### src/rtl/big_sm_template.sv
// DDR3 command sequencer following the simplified JEDEC device state diagram.
// Moore decode of the state register drives the active-low CS/RAS/CAS/WE pins.
module big_sm_template (
  input  logic CLK,
  input  logic RESET,
  input  logic ZQCL,
  input  logic MRS,
  input  logic SRE,
  input  logic SRX,
  input  logic REF,
  input  logic PDE,
  input  logic PDX,
  input  logic CKE,
  input  logic ACT,
  input  logic WRITE,
  input  logic READ,
  input  logic WRITE_AP,
  input  logic READ_AP,
  input  logic PRE,
  output logic CS,
  output logic RAS,
  output logic CAS,
  output logic WE
);

  typedef enum logic [4:0] {
    POWER_ON       = 5'd0,
    RESET_PROC     = 5'd1,
    INIT           = 5'd2,
    ZQ_CAL         = 5'd3,
    IDLE           = 5'd4,
    WRITE_LEVELING = 5'd5,
    SELF_REFRESH   = 5'd6,
    REFRESHING     = 5'd7,
    PRECHARGE_PD   = 5'd8,
    ACTIVATING     = 5'd9,
    BANK_ACTIVE    = 5'd10,
    WRITING        = 5'd11,
    READING        = 5'd12,
    WRITING_AP     = 5'd13,
    READING_AP     = 5'd14,
    PRECHARGING    = 5'd15,
    ACTIVE_PD      = 5'd16
  } state_t;

  state_t state;
  state_t state_nxt;
  logic [3:0] cmd;

  always_ff @(posedge CLK) begin
    if (RESET) state <= POWER_ON;
    else       state <= state_nxt;
  end

  always_comb begin
    state_nxt = state;
    unique case (state)
      POWER_ON:   state_nxt = RESET_PROC;
      RESET_PROC: state_nxt = INIT;
      INIT:       if (ZQCL) state_nxt = ZQ_CAL;
      ZQ_CAL:     if (!ZQCL) state_nxt = IDLE;
      IDLE: begin
        if (REF)              state_nxt = REFRESHING;
        else if (SRE && !CKE) state_nxt = SELF_REFRESH;
        else if (PDE && !CKE) state_nxt = PRECHARGE_PD;
        else if (MRS)         state_nxt = WRITE_LEVELING;
        else if (ZQCL)        state_nxt = ZQ_CAL;
        else if (ACT)         state_nxt = ACTIVATING;
      end
      WRITE_LEVELING: if (!MRS) state_nxt = IDLE;
      REFRESHING:     if (!REF) state_nxt = IDLE;
      SELF_REFRESH:   if (SRX && CKE) state_nxt = IDLE;
      PRECHARGE_PD:   if (PDX && CKE) state_nxt = IDLE;
      ACTIVATING:     state_nxt = BANK_ACTIVE;
      BANK_ACTIVE, WRITING, READING: begin
        if (WRITE_AP)     state_nxt = WRITING_AP;
        else if (READ_AP) state_nxt = READING_AP;
        else if (WRITE)   state_nxt = WRITING;
        else if (READ)    state_nxt = READING;
        else if (PRE)     state_nxt = PRECHARGING;
        else if (state == BANK_ACTIVE) begin
          if (PDE && !CKE) state_nxt = ACTIVE_PD;
        end
        else state_nxt = BANK_ACTIVE;
      end
      WRITING_AP, READING_AP: state_nxt = PRECHARGING;
      PRECHARGING: state_nxt = IDLE;
      ACTIVE_PD:   if (PDX && CKE) state_nxt = BANK_ACTIVE;
      default:     state_nxt = POWER_ON;
    endcase
  end

  always_comb begin
    cmd = 4'b1111;
    unique case (state)
      POWER_ON, RESET_PROC,
      PRECHARGE_PD, ACTIVE_PD:      cmd = 4'b1111;
      INIT, IDLE, BANK_ACTIVE:      cmd = 4'b0111;
      ZQ_CAL:                       cmd = 4'b0110;
      WRITE_LEVELING:               cmd = 4'b0000;
      REFRESHING, SELF_REFRESH:     cmd = 4'b0001;
      ACTIVATING:                   cmd = 4'b0011;
      WRITING, WRITING_AP:          cmd = 4'b0100;
      READING, READING_AP:          cmd = 4'b0101;
      PRECHARGING:                  cmd = 4'b0010;
      default:                      cmd = 4'b1111;
    endcase
  end

  assign {CS, RAS, CAS, WE} = cmd;

endmodule

### config.mk
export PLATFORM = sky130hd
export DESIGN_NAME = big_sm_template
export DESIGN_NICKNAME = d
export VERILOG_FILES = /design/src/rtl/big_sm_template.sv
export SDC_FILE = /design/constraint.sdc
export NUM_CORES = 1
export LEC_CHECK = 0
export ABC_AREA = 1
export ABC_CLOCK_PERIOD_IN_PS = 3100
export CELL_PAD_IN_SITES_DETAIL_PLACEMENT = 2
export CELL_PAD_IN_SITES_GLOBAL_PLACEMENT = 2
export CORE_ASPECT_RATIO = 0.9
export CORE_MARGIN = 1.5
export CORE_UTILIZATION = 28
export CTS_BUF_LIST = sky130_fd_sc_hd__clkbuf_8
export CTS_CLUSTER_DIAMETER = 200
export CTS_CLUSTER_SIZE = 8
export DETAILED_ROUTE_END_ITERATION = 10
export GPL_TIMING_DRIVEN = 0
export MAX_ROUTING_LAYER = met4
export PLACE_DENSITY = 0.94
export SLEW_MARGIN = 25
export SYNTH_ARGS = -nofsm -noshare
export SYNTH_HDL_FRONTEND = slang
export SYNTH_SLANG_ARGS = --single-unit
### constraint.sdc
create_clock -name CLK -period 3.1 [get_ports CLK]
set_input_delay 0.62 -clock CLK [delete_from_list [all_inputs] [get_ports CLK]]
set_output_delay 0.62 -clock CLK [all_outputs]
set_load 0.05 [all_outputs]
==> results.md <==
- Row count: 20
- Reg2Reg Setup Slack: 1.17 ns
- TritonCTS Buffers: 3
- Synth warnings: 0
- CP startpoint kind: primary input
- Pwr/cell area: 781.4 nW/um^2
- Synth area leaders: nand2_1, dfxtp_1, nand3_1
- Req. time, crit path: 3.21 ns
- Avg Cell Area, Syn: 5.496 um^2
- Final HPWL DP: 3158 um
- Unrepaired setup endpoints after global routing: false
- Yosys top cell area share: 22.03%
- DIE WIDTH: 66.69 um
- CP endpoint kind: register
- CTS resizes: 0
- Hold slack: 0.7091 ns
- CP max-delay cell: clkdlybuf4s50_1
- Largest net degree at the start of global routing: 10
- Avg WL per Cell: 14.28 um
- CTS Hold Bufs: 0
- Skew-Pair Late Insertion Delay: 0.23 ns
- Worst path most repeated cell: nand2_1
- Largest area contributor in the synthesized netlist: nand2_1
- Max_cap viols: 0
- GRT Util Overall: 20.50%
- Final period util: 75.80%
- Non-filler cells in the finished layout: 253
- DRC viols: 0
- Number of diodes: 0
- CTS Buffer Depth: 2
- Post-synthesis cell type count: 22
- Max FO, Critical Path: 6
- Placed instance count: 249
- Core box area: 3428 um^2
- Slew Limit Fails: 0
- Antenna-violating nets left: 0
- Reg2reg start: state[2]
- CTS tree: built
- CTS clk-pin slew, worst paths: 0.04 ns
- Via count: 1233
- Setup TNS: 0 ns
- Syn Nets: 202
- Router iterations before antenna repair: 4
- Final-report hold violation count: 0
- WS Path Type: primary input to register
- Worst Reg-to-Reg Cells: 14
- Final GP Congestion: 0.8549
- CP arrival: 2.46 ns
- CTS root buffer: clkbuf_8
- Avg Vias per Cell: 4.874
- Layout fillers: 446
- Post-Synthesis Cells: 186
- Area Overhead vs Synth: 28.40%
- Hold-critical path depth: 3
- Crit-path cells: clkdlybuf4s50_1, inv_1, nand2_1, nand2_1, nor2_1, nand2_1, nand4_1, nor2_4, nand2_1, a21oi_1, nand2_1, o21ai_1, nand2_1
- I/O Pins: 20
- Nets@finish: 226
- Final setup violation count: 0
- Cell area after synthesis: 1022 um^2
- Flip-flop and latch area: 180.2 um^2
- Port buffer count: 19
- Max-Slew Margin vs Limit: 65.56%
- Post-layout min period: 2.350 ns
- Measured slew at the worst slew-check pin: 0.5150 ns
- CTS Sinks: 9
- Power Total: 0.001026 W
- Postcts setup bufs: 0
- Total grt overflow: 0
- VDD IR max: 0.1725 mV
- Final Skew: 0.004173 ns
- H-tree levels: 1
- R2R Path End: cmd[1]
- Final WL: 3614 um
- HP Start: state[1]
- Global-route wire length before repair: 6120 um
- Die area: 4023 um^2
- CP peak stage delay: 0.45 ns
- Part of the Yosys area used for sequential elements: 17.63%
- Layout cell share with drive strength beyond 1: 16.75%
- Hold Crit Class: register to register
- Vias in the first global route: 1336
- Outcome: finished, final reports clean
- Height of the die: 60.32 um
- Area of the multi-input gates: 698.2 um^2
- P_leak: 0.6879 nW
- Starting Density: 29.82%
- Initial antenna violation count: 0
- WHS Endpoint: state[1]
- FMAX: 425.6 MHz
- First DRT Iteration DRCs: 35
- Seq cells post-synth: 9
[flip-flops by register name (all words and copies together) (netlist names)]
signal / count
cmd: 4
state: 5
[synth_stat cells (all sizes together)]
| cell type | instances |
|---|---|
| nand3 | 25 |
| buf | 4 |
| nor2 | 31 |
| clkinv | 1 |
| a21oi | 6 |
| nand2 | 66 |
| o21ai | 9 |
| nor3 | 1 |
| dfxtp | 9 |
| inv | 28 |
| o211ai | 1 |
| nand4 | 5 |
[stage by stage]
| step | util, % | instance area, um^2 | setup slack [ns] |
|---|---|---|---|
| 2_1_floorplan | - | 1022 | 1.308 |
| 6_report | 38.28 | 1313 | 0.7503 |
| 3_3_place_gp | 36.97 | 1267 | 0.5611 |
| 3_5_place_dp | 36.97 | 1267 | 0.4888 |
| 4_1_cts | 38.28 | 1313 | 0.7250 |
| 5_1_grt | 38.28 | 1313 | 0.4762 |
[logic make-up (layout without fill, tap and decap cells)]
group / after synthesis / count (layout) / synth area share [%]
buf+inv: 33 / 56 / 14.08
flops: 9 / 9 / 17.63
simple gates: 128 / 128 / 60.22
compound gates: 16 / 16 / 8.078
[metal layers]
metal | part of all wire, % | vias up | global-route usage [%] | routed length (um)
met2 | 49 | 17 | 36.29 | 1769
met3 | 1.5 | 2 | 0.5650 | 55
met1 | 49 | 584 | 26.88 | 1770
met5 | 0 | - | - | 0
met4 | 0.50 | 0 | 2.624 | 18
li1 | - | 630 | - | -
[worst max-delay path: cells and delay by family]
family | cells | cell delay (ns)
compound gates | 2 | 0.29
simple gates | 9 | 0.97
buf+inv | 2 | 0.57
[worst max-delay path by stage]
stage               slack [ns]  startpoint  endpoint
floorplan                 1.31         CKE    cmd[2]
global placement          0.56         CKE    cmd[1]
detailed placement        0.49         CKE    cmd[1]
CTS                       0.72         CKE    cmd[1]
global route              0.48         CKE    cmd[1]
finish                    0.75         CKE    cmd[0]
[cell usage in the layout (no fill, tap or decap)]
| cell type | count |
|---|---|
| o211ai_1 | 1 |
| nand4_1 | 4 |
| inv_2 | 8 |
| clkinv_1 | 1 |
| nor2_2 | 6 |
| buf_2 | 1 |
| nand3_2 | 3 |
| o21ai_0 | 7 |
| nand2_1 | 60 |
| a21oi_1 | 6 |
| nand4_2 | 1 |
| clkbuf_8 | 3 |
| inv_1 | 21 |
| o21ai_1 | 2 |
| nor3_1 | 1 |
| buf_4 | 1 |
| nor2_1 | 21 |
| nand3_1 | 22 |
| nand2_2 | 6 |
| clkdlybuf4s50_1 | 19 |
| nor2_8 | 1 |
| buf_6 | 2 |
| nor2_4 | 3 |
| dfxtp_1 | 9 |
[power breakdown]
group          internal [W]  leakage [nW]  switching [W]
registers          0.000155        0.0737      0.0000153
logic              0.000237         0.587       0.000488
clock network     0.0000861        0.0269      0.0000448
total              0.000478         0.688       0.000548
[final cells by class]
class                           instances  share of cell area (%)
Multi-Input combinational cell        144                   53.19
Buffer                                  4                   2.669
Clock inverter                          1                  0.2860
Sequential cell                         9                   13.73
Inverter                               29                   8.294
Tap cell                               44                   4.194
Clock buffer                            3                   3.146
Timing Repair Buffer                   19                   14.49
(Power assumes the default switching activity.)
